**src/rtl/adder_subtractor_combined_if.sv**
```systemverilog
// Operand/result bundle for the registered adder/subtractor.
// The master drives operands and mode; the slave returns the registered result and flags.
interface adder_subtractor_combined_if #(
    parameter int unsigned WIDTH = 4
);
    logic [WIDTH-1:0] a;
    logic [WIDTH-1:0] b;
    logic             m;
    logic [WIDTH-1:0] r;
    logic             cout;
    logic             ovf;
    logic             zero;

    modport master (
        output a,
        output b,
        output m,
        input  r,
        input  cout,
        input  ovf,
        input  zero
    );

    modport slave (
        input  a,
        input  b,
        input  m,
        output r,
        output cout,
        output ovf,
        output zero
    );
endinterface

```
**src/rtl/adder_subtractor_combined.sv**
```systemverilog
// Registered ripple-carry adder/subtractor. One chain serves both modes: m=1 inverts b and
// injects a carry-in of 1. Result and flags are registered, so latency is one cycle.
module adder_subtractor_combined #(
    parameter int unsigned WIDTH = 4
) (
    input  logic                         clk,
    input  logic                         rst_n,
    adder_subtractor_combined_if.slave   bus
);
    logic [WIDTH-1:0] bx;
    logic [WIDTH-1:0] s;
    logic [WIDTH:0]   c;

    logic [WIDTH-1:0] r_d,    r_q;
    logic             cout_d, cout_q;
    logic             ovf_d,  ovf_q;
    logic             zero_d, zero_q;

    assign c[0] = bus.m;

    // One full-adder stage per bit; the carry ripples from LSB to MSB.
    for (genvar i = 0; i < int'(WIDTH); i++) begin : g_stage
        assign bx[i]  = bus.b[i] ^ bus.m;
        assign s[i]   = bus.a[i] ^ bx[i] ^ c[i];
        assign c[i+1] = (bus.a[i] & bx[i]) | (bus.a[i] & c[i]) | (bx[i] & c[i]);
    end

    always_comb begin
        r_d    = s;
        cout_d = c[WIDTH];
        ovf_d  = c[WIDTH] ^ c[WIDTH-1];
        zero_d = (s == '0);
    end

    always_ff @(posedge clk) begin
        if (!rst_n) begin
            r_q    <= '0;
            cout_q <= 1'b0;
            ovf_q  <= 1'b0;
            zero_q <= 1'b0;
        end else begin
            r_q    <= r_d;
            cout_q <= cout_d;
            ovf_q  <= ovf_d;
            zero_q <= zero_d;
        end
    end

    assign bus.r    = r_q;
    assign bus.cout = cout_q;
    assign bus.ovf  = ovf_q;
    assign bus.zero = zero_q;
endmodule

```
**src/flat_wrapper.sv**
```systemverilog
// flat-port wrapper written by rule: the top's interface ports become plain ports
module adder_subtractor_combined_flat 
#(
    parameter int unsigned WIDTH = 4
)
  (clk, rst_n, bus_a, bus_b, bus_m, bus_r, bus_cout, bus_ovf, bus_zero);
  adder_subtractor_combined_if #(.WIDTH(WIDTH)) bus_i ();
  input  logic clk;
  input  logic rst_n;
  input wire logic [$bits(bus_i.a)-1:0] bus_a;
  input wire logic [$bits(bus_i.b)-1:0] bus_b;
  input wire logic [$bits(bus_i.m)-1:0] bus_m;
  output wire logic [$bits(bus_i.r)-1:0] bus_r;
  output wire logic [$bits(bus_i.cout)-1:0] bus_cout;
  output wire logic [$bits(bus_i.ovf)-1:0] bus_ovf;
  output wire logic [$bits(bus_i.zero)-1:0] bus_zero;
  assign bus_i.a = bus_a;
  assign bus_i.b = bus_b;
  assign bus_i.m = bus_m;
  assign bus_r = bus_i.r;
  assign bus_cout = bus_i.cout;
  assign bus_ovf = bus_i.ovf;
  assign bus_zero = bus_i.zero;
  adder_subtractor_combined #(.WIDTH(WIDTH)) u_core (.clk(clk), .rst_n(rst_n), .bus(bus_i));
endmodule
```
**config.mk**
```make
export PLATFORM = sky130hd
export DESIGN_NAME = adder_subtractor_combined_flat
export DESIGN_NICKNAME = d
export VERILOG_FILES = /design/src/rtl/adder_subtractor_combined_if.sv /design/src/rtl/adder_subtractor_combined.sv /design/src/flat_wrapper.sv
export SDC_FILE = /design/constraint.sdc
export NUM_CORES = 1
export LEC_CHECK = 0
export ABC_AREA = 1
export CAP_MARGIN = 25
export CORE_AREA = 2 2 39 41
export DETAILED_ROUTE_END_ITERATION = 10
export DIE_AREA = 0 0 41 43
export PLACE_DENSITY = 0.64
export SYNTH_ARGS = -nofsm -noshare
export SYNTH_HDL_FRONTEND = slang
export SYNTH_SLANG_ARGS = --single-unit
```
**constraint.sdc**
```tcl
create_clock -name clk -period 5.6 [get_ports clk]
set_input_delay 0.84 -clock clk [delete_from_list [all_inputs] [get_ports clk]]
set_output_delay 0.84 -clock clk [all_outputs]
set_load 0.005 [all_outputs]
```
== Word-level counts from Yosys, hierarchy flattened ==
Index checks and enable logic that the tools add are counted.
W data, S select, Z words.

* Register bits: 7
* Bits of input ports: 11
* Output and inout port bits: 7

* Bitwise operators: 33
* Reduce and logical (&&, ||, !) cells: 1

{| class="wikitable"
|+ Operators by type and width
! cell !! number
|-
| $xor A1 B1 Y1 || 13
|-
| $and A1 B1 Y1 || 12
|-
| $or A1 B1 Y1 || 8
|-
| $logic_not A4 Y1 || 1
|}

== Logic depth before layout (Yosys ltp) ==
Gate-level depths: netlist of the first run.

* Depth in word-level cells: 14
* Depth in mapped cells: 11

== Worst setup path before layout of the first run ==
No wires, ideal clock.

* Kind: input to register
* Start: input port bus_a[0]
* End: register u_core.zero_q, in the netlist u_core.bus.zero
* Setup time: 0.110 ns
* Arrival: 2.304 ns
* Data required time: 5.490 ns
* Path slack: 3.186 ns
* Cell stages on the path: 11
* Cells stage by stage: inv_1 nand2_1 o21a_1 fa_1 inv_1 fa_1 inv_2 fa_1 nor2_2 nand2_1 nor2_2

* Longest elaborated chain between the ends: 11

{| class="wikitable"
|+ RTL lines
! item !! line !! text
|-
| start, declared || flat_wrapper.sv:10 || <nowiki>input wire logic [$bits(bus_i.a)-1:0] bus_a;</nowiki>
|-
| $and A1 B1 Y1 || adder_subtractor_combined.sv:25 || <nowiki>assign c[i+1] = (bus.a[i] & bx[i]) | (bus.a[i] & c[i]) | (bx[i] & c[i]);</nowiki>
|-
| $or A1 B1 Y1 (*) (2 in a row) || adder_subtractor_combined.sv:25 ||
|-
| $and A1 B1 Y1 || adder_subtractor_combined.sv:25 ||
|-
| $or A1 B1 Y1 || adder_subtractor_combined.sv:25 ||
|-
| $or A1 B1 Y1 (*) || adder_subtractor_combined.sv:25 ||
|-
| $and A1 B1 Y1 || adder_subtractor_combined.sv:25 ||
|-
| $or A1 B1 Y1 || adder_subtractor_combined.sv:25 ||
|-
| $or A1 B1 Y1 (*) || adder_subtractor_combined.sv:25 ||
|-
| $xor A1 B1 Y1 (*) || adder_subtractor_combined.sv:24 || <nowiki>assign s[i] = bus.a[i] ^ bx[i] ^ c[i];</nowiki>
|-
| net u_core.r_d[3] || adder_subtractor_combined.sv:14 || <nowiki>logic [WIDTH-1:0] r_d, r_q;</nowiki>
|-
| $logic_not A4 Y1 (*) || adder_subtractor_combined.sv:32 || <nowiki>zero_d = (s == '0);</nowiki>
|-
| end signal, assigned || adder_subtractor_combined.sv:45 || <nowiki>zero_q <= zero_d;</nowiki>
|-
| end, declared || adder_subtractor_combined.sv:17 || <nowiki>logic zero_d, zero_q;</nowiki>
|}

Mark *: on every way through the listed nets, which the timed path passes. The rest lies on a longest branch.
A chain may end at the register's enable or synchronous reset.

== Worst setup path after layout of the first run ==
* Start: input port bus_m
* End: register u_core.zero_q, in the netlist u_core.bus.zero

* Longest elaborated chain between the ends: 12

{| class="wikitable"
|+ RTL lines
! item !! line !! text
|-
| start, declared || flat_wrapper.sv:12 || <nowiki>input wire logic [$bits(bus_i.m)-1:0] bus_m;</nowiki>
|-
| $xor A1 B1 Y1 || adder_subtractor_combined.sv:23 || <nowiki>assign bx[i] = bus.b[i] ^ bus.m;</nowiki>
|-
| $and A1 B1 Y1 || adder_subtractor_combined.sv:25 ||
|-
| $or A1 B1 Y1 (2 in a row) || adder_subtractor_combined.sv:25 ||
|-
| $and A1 B1 Y1 || adder_subtractor_combined.sv:25 ||
|-
| $or A1 B1 Y1 (2 in a row) || adder_subtractor_combined.sv:25 ||
|-
| $and A1 B1 Y1 || adder_subtractor_combined.sv:25 ||
|-
| $or A1 B1 Y1 (2 in a row) || adder_subtractor_combined.sv:25 ||
|-
| $xor A1 B1 Y1 (*) || adder_subtractor_combined.sv:24 ||
|-
| net u_core.r_d[3] || adder_subtractor_combined.sv:14 ||
|-
| $logic_not A4 Y1 (*) || adder_subtractor_combined.sv:32 ||
|}

Marks and branches as above.

==> results.md, run 1 <==
* Status: complete, no violations
* Nature of the critical path startpoint: input pin
* Placer Congestion at 0.702
* Worst path cell trace: clkdlybuf4s50_1 -> xor2_1 -> fa_1 -> inv_1 -> fa_1 -> inv_2 -> fa_1 -> nor2_2 -> nand2_1 -> nor2_2
* Max clock buf depth at 2
* Via count of the routed design at 289
* Global-route wire length before repair at about 910 um
* ANT cells at 0
* Syn nets at 54
* Count of state elements after synthesis at 7
* DRT iter0 DRCs at 0
* PwrDens at ~260 mW/mm^2
* WP data required at 5.79 ns
* CTS tree: yes
* Crit path max fanout at 4
* H-tree levels at 1
* Worst Hold Depth at 3
* Fill count at between 150 and 200
* Grt ovf at 0
* Fin worst setup slack at between 2 and 3 ns
* Dominant cell type by area after synthesis: dfxtp_1
* CTS Buf Count at 3
* Most Frequent Cell on Critical Path: fa_1
* Seq. cell area at 140 sq um
* Worst setup EP type: flop
* Largest net degree at the start of global routing at 6
* Relative slew margins at between 80% and 90%
* Commonest cells after routing, fill and taps aside: clkdlybuf4s50_1 (17), nand2_1 (9), inv_1 (8)
* Detailed placement HPWL at 467 um
* Sequential area share after synthesis at between 40% and 50%
* RSZ-0062 raised after global routing: false
* Drt drc at 0
* Multi-input logic area at ~170 sq um
* First drt pass iteration count at 1
* Setup TNS at 0 ns
* Largest stage delay on the critical path at around 0.57 ns
* Number of port buffers at 17
* Initial Util at about a quarter
* Leakage at 0.000267 uW
* Synth Instances at 40
* Final setup fails at 0
* Clock sink total at 7
* Final Hold Fails at 0
* Commonest non-fill, non-tap cell in the layout: clkdlybuf4s50_1
* Post-synth top area share at 40.6%
* YS warnings at 0
* Period utilization at between 50% and 60%
* Area growth syn-to-layout at 62.7%
* Setup repair bufs after CTS at 0
* Drt total wl at around 500 um
* Hold WS at between 1 and 1.5 ns
* Die Width at approximately 40 um
* Gr usage total at 8.18%
* Number of global-route vias before repair at about 250
* Crit Path Class: input pin to flop
* CTS root buf: clkbuf_4
* Max VDD drop at about 67 uV
* Synthesized area per cell at 8.63 sq um
* Slew Viols, Final at 0
* Least-Margin Pin Slew at between 0.15 and 0.2 ns
* Share of cells above drive strength 1 at 13.1%
* CP arrival at 3.00 ns
* Cell Area, Synth at between 300 and 400 sq um
* Post-route ant nets at 0
* Clock slew at reported path FFs at 0.05 ns
* Max-Cap Viols at 0
* Largest cells by area after synthesis: dfxtp_1 (41%), fa_1 (17%), nand2_1 (9.8%), inv_1 (8.7%), xor2_1 (5.1%)
* Die ar. at between 0.0015 and 0.002 sq mm
* Io pins at 18
* Row count at 14
* Core Region at roughly 0.0014 sq mm
* Die Y at about 43 um
* Hold WC Path Type: input pin to flop
* Fmax at 356 MHz
* Cts repair resizes at 0
* Hold endpoint: u_core.bus.r[0]
* Final net count at 76
* Place WS at approximately 2.5 ns
* CP max stage cell: clkdlybuf4s50_1
* Via/cell ratio at around 3.8
* Initial antenna violation count at 0
* Routed len/inst at ~6.7 um
* Synth unique cells at 12
* Period minus WS final at 2.81 ns
* Min-Delay Startpoint: bus_a[0]
* Cts hold-fix bufs at 0
cell families after synthesis:
logic type / after synthesis / share of synthesized area (%)
fa+ha+maj: 3 / 17.4
buf+inv: 10 / 10.9
xor+xnor: 3 / 7.61
simple gates: 15 / 19.9
flops: 7 / 40.6
compound gates: 2 / 3.62
cells in the mapped netlist (all sizes together):
cell type / instances
o21a: 1
a21oi: 1
xor2: 2
xnor2: 1
fa: 3
inv: 10
nand2: 9
dfxtp: 7
nor2: 6
power breakdown:
part           internal (uW)  switching [uW]  total, uW
sequential              56.1            1.27       57.4
combinational           27.2            19.3       46.6
clock                   27.1            16.7       43.8
total                    110            37.3        148
state kept, by name, indices dropped and copies added (netlist names):
register         count
u_core.bus.zero      1
u_core.bus.r         4
u_core.bus.ovf       1
u_core.bus.cout      1
worst max-delay path by stage:
| stage | startpoint | endpoint | cells past startpoint |
|---|---|---|---|
| 6_report | bus_m | u_core.bus.zero | 10 |
| 3_3_place_gp | bus_m | u_core.bus.zero | 10 |
| 2_1_floorplan | bus_a[0] | u_core.bus.zero | 11 |
| 3_5_place_dp | bus_m | u_core.bus.zero | 10 |
| 5_1_grt | bus_m | u_core.bus.zero | 10 |
| 4_1_cts | bus_m | u_core.bus.zero | 10 |
stage by stage:
step	area, sq um	total power, uW	util, %	cells
floorplan	345	82.7	-	40
global placement	536	105	38.7	73
detailed placement	536	106	38.7	73
CTS	562	152	40.6	77
global route	562	160	40.6	77
finish	562	148	40.6	77
per-layer routing:
layer	global-route usage (%)	wire length [um]
met1	8.85	196
met3	0	28
met5	0	0
met4	12.0	0
met2	11.3	289
final cells by class:
type                       instances  area share, %
timing repair buffer              17           30.3
clock buffer                       4           4.68
sequential                         7           24.9
inverter                          10           6.68
tap                               16           3.56
multi-input combinational         23           29.8
critical path: cells and delay by family:
family,cells,cell delay [ns]
adder cells (fa/ha/maj),3,1.01
AND/OR/NAND/NOR,3,0.25
XOR/XNOR,1,0.21
buffers and inverters,3,0.70
(Power assumes the default switching activity.)
==> inputs of run 2 (changes only) <==
==> constraint.sdc (replaced) <==
create_clock -name clk -period 2.8 [get_ports clk]
set_input_delay 0.42 -clock clk [delete_from_list [all_inputs] [get_ports clk]]
set_output_delay 0.42 -clock clk [all_outputs]
set_load 0.005 [all_outputs]
==> results.md, run 2 (synthesis gave the netlist of run 1 again) <==
* Share of cells above drive strength 1 at 13.1%
* WP data required at approximately 3.0 ns
* Placer Congestion at slightly above 0.7
* Busiest grt layer: met2
* Least-Margin Pin Slew at 0.200 ns
* Crit. Startpoint: bus_m
* CTS Buf Count at 3
* Hold WC Path Type: input pin to flop
* Global-route wire length before repair at 910 um
* Worst Hold Depth at 3
* Relative slew margins at between 80 and 90%
* Crit path max fanout at 4
* Crit Path Class: input pin to flop
* Hold endpoint: u_core.bus.r[0]
* Met3 usage at 0%
* DRT iter0 DRCs at 1
* Initial antenna violation count at 0
* Commonest non-fill, non-tap cell in the layout: clkdlybuf4s50_1
* Clock slew at reported path FFs at about 0.050 ns
* ANT cells at 0
* Period utilization at 85.2%
* Final net count at 76
* CP bufs+invs at 3
* Largest net degree at the start of global routing at 6
* Clock sink total at 7
* Slew Viols, Final at 0
* Most Frequent Cell on Critical Path: fa_1
* Core Region at approximately 0.0014 sq mm
* Die ar. at 0.00176 sq mm
* Min-Delay Startpoint: bus_a[0]
* Grt ovf at 0
* Cts hold-fix bufs at 0
* Top delay family on crit path: adder cells
* Max VDD drop at 154 uV
* CP max stage cell: clkdlybuf4s50_1
* Final setup fails at 0
* RSZ-0062 raised after global routing: false
* Detailed placement HPWL at ~470 um
* Area growth syn-to-layout at 62.7%
* Drt total wl at ~500 um
* First drt pass iteration count at 2
* Via count of the routed design at 290
* Period minus WS final at between 2 and 2.5 ns
* Commonest cells after routing, fill and taps aside: clkdlybuf4s50_1 (17), nand2_1 (9), inv_1 (8)
* Initial Util at about a quarter
* GR Layer Usage met1 at ~8.5%
* Via/cell ratio at about 3.8
* Nature of the critical path startpoint: input pin
* Final Hold Fails at 0
* PwrDens at about 520 mW/mm^2
* CTS tree: yes
* CTS root buf: clkbuf_4
* Gr usage total at 7.58%
* Die Y at ~43 um
* Worst setup EP type: flop
* Worst path cell trace: clkdlybuf4s50_1 -> xor2_1 -> fa_1 -> inv_1 -> fa_1 -> inv_2 -> fa_1 -> nor2_2 -> nand2_1 -> nor2_2
* Die Width at 41 um
* Max clock buf depth at 2
* Post-route ant nets at 0
* Drt drc at 0
* Io pins at 18
* Leakage at ~0.00027 uW
* Max reg flops at 4
* H-tree levels at 1
* Routed len/inst at approximately 6.5 um
* Status: complete, no violations
* Cts repair resizes at 0
* Fmax at 419 MHz
* Row count at 14
* M2 GR Usage at between 10% and 20%
* Max-Cap Viols at 0
* CP arrival at ~2.6 ns
* Number of global-route vias before repair at around 270
* Number of port buffers at 17
* Largest stage delay on the critical path at about 0.57 ns
* Setup repair bufs after CTS at 0
* Hold WS at 0.803 ns
* Setup TNS at 0 ns
[run 2: cell counts in the layout (fill, tap and decap cells not counted)]
No cell type changed its count.
[run 2: cell type report]
cell class                 count  area (sq um)
tap                           16          20.0
fill                         145           822
inverter                      10          37.5
multi-input combinational     23           168
clock buffer                   4          26.3
timing repair buffer          17           170
sequential                     7           140
[run 2: worst max path at each step]
| stage | endpoint | depth (start not counted) | slack (ns) |
|---|---|---|---|
| 3_3_place_gp | u_core.bus.zero | 10 | 0.17 |
| 4_1_cts | u_core.bus.zero | 10 | 0.39 |
| 3_5_place_dp | u_core.bus.zero | 10 | 0.14 |
| 6_report | u_core.bus.zero | 10 | 0.41 |
| 2_1_floorplan | u_core.bus.zero | 11 | 0.81 |
| 5_1_grt | u_core.bus.zero | 10 | 0.27 |
[run 2: layer usage]
| metal | part of all wire, % | vias up |
|---|---|---|
| met1 | 38 | 123 |
| met2 | 55 | 11 |
| li1 | - | 156 |
| met5 | 0 | - |
| met3 | 6.6 | 0 |
| met4 | 0 | 0 |
[run 2: power breakdown]
part | switching, uW | internal [uW]
Sequential | 2.76 | 112
Combinational | 38.8 | 54.3
Clock | 32.3 | 54.1
Total | 73.9 | 221
[run 2: per-stage QoR]
stage | power, uW | instance area, sq um | util [%] | cells | setup slack [ns]
6_report | 295 | 562 | 40.6 | 77 | 0.414
5_1_grt | 317 | 562 | 40.6 | 77 | 0.274
4_1_cts | 301 | 562 | 40.6 | 77 | 0.391
3_5_place_dp | 212 | 536 | 38.7 | 73 | 0.140
3_3_place_gp | 210 | 536 | 38.7 | 73 | 0.170
2_1_floorplan | 165 | 345 | - | 40 | 0.806
[run 2: tightest hold or removal path: cells and delay by family]
kind                   cells  cell delay, ns
AND/OR/NAND/NOR            1            0.09
buffers and inverters      1            0.42
AO/OA/AOI/OAI              1            0.06
==> inputs of run 3 (changes only) <==
--- a/config.mk
+++ b/config.mk
@@ -6,7 +6,6 @@
 export NUM_CORES = 1
 export LEC_CHECK = 0
 export ABC_AREA = 1
-export CAP_MARGIN = 25
 export CORE_AREA = 2 2 39 41
 export DETAILED_ROUTE_END_ITERATION = 10
 export DIE_AREA = 0 0 41 43
==> results of run 3 <==
The final DEF is identical to that of run 2; final timing and power are the same.
==> edit: new RTL, config.mk and constraints of run 1 <==
Take the reset off `r_q` and load it in a clocked block of its own.
--- a/src/rtl/adder_subtractor_combined.sv
+++ b/src/rtl/adder_subtractor_combined.sv
@@ -34,16 +34,18 @@
 
     always_ff @(posedge clk) begin
         if (!rst_n) begin
-            r_q    <= '0;
             cout_q <= 1'b0;
             ovf_q  <= 1'b0;
             zero_q <= 1'b0;
         end else begin
-            r_q    <= r_d;
             cout_q <= cout_d;
             ovf_q  <= ovf_d;
             zero_q <= zero_d;
         end
+    end
+
+    always_ff @(posedge clk) begin
+        r_q <= r_d;
     end
 
     assign bus.r    = r_q;
Function: changed (Yosys sat finds a counterexample within 4 cycles, from zero or initial values and one cycle with rst_n low).
==> edit against run 1 <==
Design area is 3.8% higher; combinational power grew 3%; power grew 3.3%; sequential cell count unchanged; routed wire length increased by 31%; worst setup slack got worse by 290 ps; critical path depth rose by 1; count of clock-buffer cells in the layout is the same; die area stayed put; synthesized area up 9.4%; global-route usage grew 2.3 points; via count increased by 14%; critical endpoint unchanged; highest routed layer is now met4.
==> edit: results (changes against run 1) <==
Clk power=43.9 uW (was 43.8 uW); vias in the first global route=295 (was 249); Setup crit end=u_core.bus.zero (unchanged); Worst-Margin Slew=444 ps (was 197 ps); wire length per cell=8.20 um (was 6.68 um); drt via density=4.01 (was 3.75); antenna cells=0 (unchanged); global placer's final weighted congestion=0.679 (was 0.702); Peak VDD IR=0.0580 mV (was 0.0674 mV); largest net degree at the start of global routing=9 (was 6); final WL=672 um (was 514 um); Hold Crit Class=primary input to flop (unchanged); asr flop ratio synth=0% (unchanged); Synth Area per Inst=8.21 um^2 (was 8.63 um^2); CP max-delay cell=clkdlybuf4s50_1 (unchanged); Root Buffer=clkbuf_4 (unchanged); total number of H-tree levels=1 (unchanged); crit path from=bus_m (unchanged); dominant synthesized flop cell=dfxtp_1 (unchanged); first-pass GRT wire length=1180 um (was 910 um); Synth area leaders=dfxtp_1 (37%), fa_1 (16%), nand2_1 (14%), inv_1 (8.9%), xor2_1 (4.6%) (was dfxtp_1 (41%), fa_1 (17%), nand2_1 (9.8%), inv_1 (8.7%), xor2_1 (5.1%)); Longest Clk Path Bufs=2 (unchanged); clk slew on worst S/H paths=50 ps (about the same); Lkg Pwr=0.000280 uW (was 0.000267 uW); nets=81 (was 76); Total GRT Usage=10.5% (was 8.18%); fillcell total=159 (was 154); status=finished clean (unchanged); internal cell power=115 uW (was 110 uW); Largest register FFs=4 (unchanged); Crit path arrival time=3280 ps (was 3000 ps); First DRT Iteration DRCs=3 (was 0); synth unique cells=14 (was 12); final setup vio count=0 (unchanged); share of cells above drive strength 1=10.6% (was 13.1%); CP endpoint kind=flop (unchanged); commonest non-fill, non-tap cell in the layout=clkdlybuf4s50_1 (unchanged); initial antenna violation count=0 (unchanged); Crit path largest cell delay=740 ps (was 570 ps); DPL Wire Length=560 um (was 467 um); Port Buf Inserts=17 (unchanged); commonest cells in the netlist=nand2_1 (14), inv_1 (9), dfxtp_1 (7) (was nand2_1 (9), inv_1 (8), dfxtp_1 (7)); comb pwr=47.9 uW (was 46.6 uW); sequential fraction of the synthesis area=37.1% (was 40.6%); Worst path top cell family by delay=adder cells (unchanged); Placed Cells=78 (was 73); first-pass detailed-route iteration total=4 (was 1); Net Count, Synth=60 (was 54); CTS-repair resized insts=0 (unchanged); Gate power share=31.4% (was 31.5%); cts bufs inserted=3 (unchanged); Post-CTS Repair Setup Buffers=0 (unchanged); worst-path fanout max=8 (was 4)
edit: cell count changes in the layout (fill, tap and decap cells not counted), sizes merged:
cell and change:
a21oi +1, nand2 +7, nand3 +1, nor2 -5, o21a -1, o21ai +2
edit: routing by layer:
layer / track usage, % / vias up / routed length, um
li1: - / 172 / -
met1: 12.9 / 141 / 279
met2: 13.8 / 14 / 314
met3: 1.57 / 2 / 64
met4: 12.0 / 0 / 14
met5: 0 / - / 0
edit: kinds of logic (layout without fill, tap and decap cells):
logic type	count (synthesis)	after routing	synth area share (%)
fa+ha+maj	3	3	15.9
buf+inv	11	31	14.2
flops	7	7	37.1
compound gates	4	4	6.29
xor+xnor	3	3	6.95
simple gates	18	18	19.5
edit: worst min path at each step:
| stage | start | end | cells after the start |
|---|---|---|---|
| after floorplan | rst_n | u_core.bus.cout | 2 |
| after global placement | rst_n | u_core.bus.cout | 3 |
| after detailed placement | rst_n | u_core.bus.cout | 3 |
| after CTS | rst_n | u_core.bus.cout | 3 |
| after global routing | rst_n | u_core.bus.cout | 3 |
| final | rst_n | u_core.bus.cout | 3 |
edit: stage by stage:
stage | hold slack, ps | setup slack, ps | instance area, um^2
floorplan | 938 | 3030 | 378
global placement | 1470 | 2280 | 557
detailed placement | 1480 | 2240 | 557
CTS | 1210 | 2500 | 583
global route | 1220 | 2340 | 583
finish | 1220 | 2500 | 583
edit: area by class of cell:
class / count / area (um^2) / share of cell area, %
Multi-Input combinational cell: 28 / 184 / 31.5
Timing Repair Buffer: 17 / 170 / 29.2
Sequential cell: 7 / 140 / 24.0
Inverter: 10 / 42.5 / 7.30
Clock buffer: 4 / 26.3 / 4.51
Tap cell: 16 / 20.0 / 3.43
